## config.mk

```make
export PLATFORM = sky130hd
export DESIGN_NAME = cam_capture
export DESIGN_NICKNAME = d
export VERILOG_FILES = /design/src/rtl/cam_capture.sv
export SDC_FILE = /design/constraint.sdc
export NUM_CORES = 1
export LEC_CHECK = 0
export BUFFER_PORTS_ARGS = -buffer_cell sky130_fd_sc_hd__buf_4
export CAP_MARGIN = 10
export CORE_AREA = 2 2 94 96
export CTS_CLUSTER_DIAMETER = 120
export DETAILED_ROUTE_END_ITERATION = 6
export DIE_AREA = 0 0 96 98
export GPL_ROUTABILITY_DRIVEN = 0
export PLACE_DENSITY = 0.67
export SYNTH_ARGS = -nofsm -noshare
export SYNTH_HDL_FRONTEND = slang
export SYNTH_SLANG_ARGS = --single-unit
```

## constraint.sdc

```tcl
create_clock -name clk -period 2 [get_ports clk]
set_input_delay 0.6 -clock clk [delete_from_list [all_inputs] [get_ports clk]]
set_output_delay 0.6 -clock clk [all_outputs]
set_load 0.01 [all_outputs]
```

## src/rtl/cam_capture.sv

```systemverilog
`default_nettype none
// ============================================================================
// Module   : cam_capture
// Brief    : Oversampled OV7670-style byte stream to RGB444 frame-buffer writes.
//            Define CAM_CAPTURE_TESTPAT_EN to replace pixel data with colour bars.
// Revision : 1.0 - initial release
// ============================================================================
module cam_capture #(
  parameter int H_ACTIVE = 320,
  parameter int V_ACTIVE = 240,
  parameter int ADDR_W   = 17
) (
  input  logic              clk,
  input  logic              rst_n,
  input  logic              cam_pclk,
  input  logic              cam_vsync,
  input  logic              cam_href,
  input  logic [7:0]        cam_data,
  input  logic              enable,
  output logic [ADDR_W-1:0] pix_addr,
  output logic [11:0]       pix_data,
  output logic              pix_we,
  output logic              frame_done,
  output logic [7:0]        frame_count,
  output logic              line_err,
  output logic              overflow
);

  localparam int unsigned             C_PIX_TOTAL = H_ACTIVE * V_ACTIVE;
  localparam int                      C_COL_W     = $clog2(H_ACTIVE + 1);
  localparam logic [C_COL_W-1:0]      C_COL_LAST  = H_ACTIVE[C_COL_W-1:0];
  localparam logic [C_COL_W-1:0]      C_COL_MAX   = '1;

  typedef enum logic [1:0] {
    ST_IDLE       = 2'd0,
    ST_WAIT_FRAME = 2'd1,
    ST_CAPTURE    = 2'd2
  } state_t;

  // Two-flop synchronizers plus one delay stage for edge detection
  logic [1:0] pclk_sync_q, vsync_sync_q, href_sync_q;
  logic [7:0] data_meta_q, data_sync_q;
  logic       pclk_dly_q, vsync_dly_q, href_dly_q;

  always_ff @(posedge clk or negedge rst_n) begin
    if (!rst_n) begin
      pclk_sync_q  <= 2'b00;
      vsync_sync_q <= 2'b00;
      href_sync_q  <= 2'b00;
      data_meta_q  <= 8'h00;
      data_sync_q  <= 8'h00;
      pclk_dly_q   <= 1'b0;
      vsync_dly_q  <= 1'b0;
      href_dly_q   <= 1'b0;
    end else begin
      pclk_sync_q  <= {pclk_sync_q[0], cam_pclk};
      vsync_sync_q <= {vsync_sync_q[0], cam_vsync};
      href_sync_q  <= {href_sync_q[0], cam_href};
      data_meta_q  <= cam_data;
      data_sync_q  <= data_meta_q;
      pclk_dly_q   <= pclk_sync_q[1];
      vsync_dly_q  <= vsync_sync_q[1];
      href_dly_q   <= href_sync_q[1];
    end
  end

  // Registered stream events; the FSM acts on these one cycle later
  logic       byte_ev_d, byte_ev_q;
  logic [7:0] byte_d, byte_q;
  logic       href_fall_d, href_fall_q;
  logic       vsync_rise_d, vsync_rise_q;
  logic       vsync_fall_d, vsync_fall_q;

  always_comb begin
    byte_ev_d    = pclk_sync_q[1] & ~pclk_dly_q & href_sync_q[1];
    byte_d       = data_sync_q;
    href_fall_d  = ~href_sync_q[1] & href_dly_q;
    vsync_rise_d = vsync_sync_q[1] & ~vsync_dly_q;
    vsync_fall_d = ~vsync_sync_q[1] & vsync_dly_q;
  end

  always_ff @(posedge clk or negedge rst_n) begin
    if (!rst_n) begin
      byte_ev_q    <= 1'b0;
      byte_q       <= 8'h00;
      href_fall_q  <= 1'b0;
      vsync_rise_q <= 1'b0;
      vsync_fall_q <= 1'b0;
    end else begin
      byte_ev_q    <= byte_ev_d;
      byte_q       <= byte_d;
      href_fall_q  <= href_fall_d;
      vsync_rise_q <= vsync_rise_d;
      vsync_fall_q <= vsync_fall_d;
    end
  end

  state_t              state_d, state_q;
  logic                phase_d, phase_q;
  logic [6:0]          hi_d, hi_q;
  logic [C_COL_W-1:0]  col_d, col_q;
  logic [ADDR_W-1:0]   pix_addr_d, pix_addr_q;
  logic [11:0]         pix_data_d, pix_data_q;
  logic                pix_we_d, pix_we_q;
  logic                frame_done_d, frame_done_q;
  logic [7:0]          frame_count_d, frame_count_q;
  logic                line_err_d, line_err_q;
  logic                overflow_d, overflow_q;
  logic [11:0]         w_pix_rgb;

`ifdef CAM_CAPTURE_TESTPAT_EN
  localparam logic [C_COL_W+2:0] C_BAR_DIV = H_ACTIVE[C_COL_W+2:0];

  logic [C_COL_W+2:0] w_bar_quot;
  logic               w_unused_cam;

  assign w_bar_quot   = {col_q, 3'b000} / C_BAR_DIV;
  assign w_pix_rgb    = {{4{w_bar_quot[2]}}, {4{w_bar_quot[1]}}, {4{w_bar_quot[0]}}};
  assign w_unused_cam = ^{hi_q, w_bar_quot[C_COL_W+2:3]};
`else
  // hi_q keeps {R[4:1], G[5:3]}; 5/6/5 is truncated to 4/4/4
  assign w_pix_rgb = {hi_q[6:3], hi_q[2:0], byte_q[7], byte_q[4:1]};
`endif

  always_comb begin
    state_d       = state_q;
    phase_d       = phase_q;
    hi_d          = hi_q;
    col_d         = col_q;
    pix_addr_d    = pix_addr_q;
    pix_data_d    = pix_data_q;
    pix_we_d      = 1'b0;
    frame_done_d  = 1'b0;
    frame_count_d = frame_count_q;
    line_err_d    = line_err_q;
    overflow_d    = overflow_q;

    if (pix_we_q) begin
      pix_addr_d = pix_addr_q + ADDR_W'(1);
    end

    case (state_q)
      ST_IDLE: begin
        if (enable) begin
          state_d = ST_WAIT_FRAME;
        end
      end

      ST_WAIT_FRAME: begin
        if (vsync_fall_q) begin
          state_d    = ST_CAPTURE;
          pix_addr_d = '0;
          phase_d    = 1'b0;
          col_d      = '0;
          line_err_d = 1'b0;
          overflow_d = 1'b0;
        end
      end

      ST_CAPTURE: begin
        // A byte landing on the frame-end cycle is dropped so frame_done never meets pix_we
        if (byte_ev_q && !vsync_rise_q) begin
          phase_d = ~phase_q;
          if (!phase_q) begin
            hi_d = {byte_q[7:4], byte_q[2:0]};
          end else begin
            if (col_q != C_COL_MAX) begin
              col_d = col_q + C_COL_W'(1);
            end
            if (32'(pix_addr_q) >= C_PIX_TOTAL) begin
              overflow_d = 1'b1;
            end else begin
              pix_we_d   = 1'b1;
              pix_data_d = w_pix_rgb;
            end
          end
        end

        if (href_fall_q) begin
          if (phase_q || (col_q != C_COL_LAST)) begin
            line_err_d = 1'b1;
          end
          phase_d = 1'b0;
          col_d   = '0;
        end

        if (vsync_rise_q) begin
          frame_done_d  = 1'b1;
          frame_count_d = frame_count_q + 8'd1;
          state_d       = enable ? ST_WAIT_FRAME : ST_IDLE;
        end
      end

      default: begin
        state_d = ST_IDLE;
      end
    endcase
  end

  always_ff @(posedge clk or negedge rst_n) begin
    if (!rst_n) begin
      state_q       <= ST_IDLE;
      phase_q       <= 1'b0;
      hi_q          <= 7'h00;
      col_q         <= '0;
      pix_addr_q    <= '0;
      pix_data_q    <= 12'h000;
      pix_we_q      <= 1'b0;
      frame_done_q  <= 1'b0;
      frame_count_q <= 8'h00;
      line_err_q    <= 1'b0;
      overflow_q    <= 1'b0;
    end else begin
      state_q       <= state_d;
      phase_q       <= phase_d;
      hi_q          <= hi_d;
      col_q         <= col_d;
      pix_addr_q    <= pix_addr_d;
      pix_data_q    <= pix_data_d;
      pix_we_q      <= pix_we_d;
      frame_done_q  <= frame_done_d;
      frame_count_q <= frame_count_d;
      line_err_q    <= line_err_d;
      overflow_q    <= overflow_d;
    end
  end

  assign pix_addr    = pix_addr_q;
  assign pix_data    = pix_data_q;
  assign pix_we      = pix_we_q;
  assign frame_done  = frame_done_q;
  assign frame_count = frame_count_q;
  assign line_err    = line_err_q;
  assign overflow    = overflow_q;

endmodule
`default_nettype wire

```

==> out/results.ini <==
[sta]
post-route-min-period_ps=1880
setup_violations=0
rsz0062_at_grt=false
post-route-period-util_pct=93.8
final.setup.tns_ps=0
holdWs_ps=141
relSlewSlack_pct=66.4
clock_skew_ps=10.3
hold_viol_final=0
setup_slack_ps=123
drv_slew=0
max_freq_mhz=533
tightest_slew_ps=500

[finish]
nNetsFinal=385
utilization_pct=54.2
drive_above_1_share_pct=31.6
n_antenna_cell=0
area_growth_pct=23.3
num-fill-cells=737

[power]
p_comb_share_pct=9.4
peakVddDrop_mv=0.575
seqPwrFrac_pct=58.4
p_per_area_mw_per_mm2=814
power.leakage_nw=2.21
p_sw_uw=986
sw_frac_of_total_pct=26.4
internal_power_mw=2.75
clkPwrFrac_pct=32.2

[synth]
synth_fp_nets=305
ys_seq_area_share_pct=65.2
synth_area_leaders=dfrtp_1 (65%), mux2_4 (3.6%), mux2_2 (3.3%), xor2_1 (2.8%), xnor2_1 (2.6%)
synth_most_common_cell=dfrtp_1
synthCells=285
avgSynthCellArea_um2=13.1
yosysUniqueCellTypes=42
yosysTopAreaCell=dfrtp_1
synthArstFlopShare_pct=100
synth_common_cells=dfrtp_1 (97), nand2_1 (25), nor2_1 (25)
synth-edff-count=0
ys_warn_count=0
netlist_area_mm2=0.00372
ys_ff_latch=97
synth_ff_type=dfrtp_1
synth_top_area_share_pct=65.2

[flow_run]
maxCapViolations=0

[clock_network]
clockRootBuffer=clkbuf_8
cts_max_level=3
cts_buffer_depth=2
clkLatencyLatePin_ps=360
clk_pin_slew_ps=100
cts_tree=built
cts_buffers=9
clock-sinks=97

[global_routing]
grt_overflow_total=0
grt_pass1_wl_um=11300
grt_max_degree=45
antenna_found_initial=0
grt.total_usage_pct=15.4
grt_pass1_vias=2317

[die]
start_util_pct=44.0
die_h_um=98
die_area_mm2=0.00941
io_pins=55
num_rows=34
die_w_um=96
core_mm2=0.00847

[status]
status=finished clean

[worst_setup_path]
cp_max_fo=3
startpoint_type=flop
cp.arrival_ps=2170
worst-setup-path-type=flop to flop
crit_path_end_kind=flop
cp.required_ps=2290

[drt]
viasPerCell=4.98
ant_nets=0
dr_total_vias=2382
drc=0
drt_iter0_drc=170
dr.pass1.iters=4
wl_per_cell_um=13.8
drt-total-wl_um=6600

[placement]
hpwl_um=4580
post-place-ws_ps=52.3
io_buffers=54

[worst_hold_path]
hold_class=input port to asynchronous set/reset pin

[cell usage in the layout (no fill, tap or decap), drive strengths merged, types with 2 or more instances in the layout]
cell type | synthesis | routed
a21o | 2 | 2
ha | 6 | 6
o21ai | 13 | 13
and2 | 2 | 2
or3 | 4 | 4
mux2i | 2 | 2
buf | 3 | 73
nor2 | 25 | 25
dfrtp | 97 | 97
nor2b | 5 | 5
xnor2 | 11 | 11
inv | 6 | 10
nand3 | 12 | 12
nand4 | 8 | 8
nor3 | 2 | 2
mux2 | 20 | 20
a21oi | 7 | 7
and4 | 5 | 5
nand2b | 2 | 2
clkinv | 0 | 2
or2 | 2 | 2
xor2 | 12 | 12
nand2 | 25 | 25
clkbuf | 1 | 9
[power groups by stage]
stage | Combinational, mW | Sequential [mW] | Clock [mW]
after floorplan | 0.168 | 2.22 | 0
after global placement | 0.340 | 2.22 | 0
after detailed placement | 0.348 | 2.23 | 0
after CTS | 0.348 | 2.19 | 1.25
after global routing | 0.399 | 2.21 | 1.34
final | 0.352 | 2.18 | 1.20
[per-layer routing]
metal / up-vias / GRT usage, % / routed length [um]
li1: 1134 / - / -
met1: 1189 / 22.6 / 3090
met2: 50 / 22.1 / 3120
met3: 9 / 4.32 / 299
met4: 0 / 5.49 / 86
met5: - / 0 / 0
[worst max-delay path, cell delays in order, from the launching register on]
cell and delay (ps):
dfrtp_1 410, and4_1 240, nand2_2 90, nor2_1 50, ha_1 190, nor2b_2 140, nor2_2 60, a21o_1 160
or3_1 340, a21oi_1 150
[layout make-up]
| class | instances | area [um2] | area share [%] |
|---|---|---|---|
| clock inverter | 7 | 61.3 | 1.34 |
| clock buffer | 9 | 124 | 2.70 |
| multi-input combinational | 178 | 1240 | 27.1 |
| sequential | 97 | 2430 | 52.9 |
| inverter | 6 | 22.5 | 0.491 |
| tap | 108 | 135 | 2.94 |
| timing repair buffer | 73 | 573 | 12.5 |
[metrics by stage]
| step | area [um2] | cells | total power, mW |
|---|---|---|---|
| after floorplan | 3720 | 285 | 2.39 |
| after global placement | 4340 | 454 | 2.56 |
| after detailed placement | 4340 | 454 | 2.57 |
| after CTS | 4520 | 470 | 3.78 |
| after global routing | 4590 | 478 | 3.95 |
| final | 4590 | 478 | 3.74 |
[state kept, by name, summed over array words and instances, names as in the netlist, 7 cells and up]
signal and count:
col_q 9, byte_q 8, pix_addr 17, byte_d 8, hi_q 7, frame_count 8
data_meta_q 8, pix_data 12
[final timing paths]
| kind | endpoint | cells past startpoint | slack [ps] | startpoint |
|---|---|---|---|---|
| max in group asynchronous | overflow | 2 | 1300 | rst_n |
| min reg2reg | byte_d[4] | 0 | 350 | data_meta_q[4] |
| min | line_err | 1 | 140 | rst_n |
| max | col_q[4] | 9 | 120 | col_q[5] |
| min in group clk | data_meta_q[1] | 1 | 340 | cam_data[1] |
| max reg2reg | col_q[4] | 9 | 120 | col_q[5] |
[logic make-up after synthesis]
logic type	count (synthesis)	synth area share [%]
muxes	22	7.50
adders and majority gates	6	2.02
DFF	97	65.2
and+or+nand+nor	98	13.2
AOI/OAI and AO/OA	29	5.08
buffers and inverters	10	1.51
xor gates and xnor gates	23	5.41
[timing repair]
item                                    4_1_cts  5_1_grt
buffers inserted                              0        8
hold buffers                                  0        0
endpoints found under the setup margin        0        7
resized for setup                             0        4
Note: power is estimated with default switching activity, not from simulation.
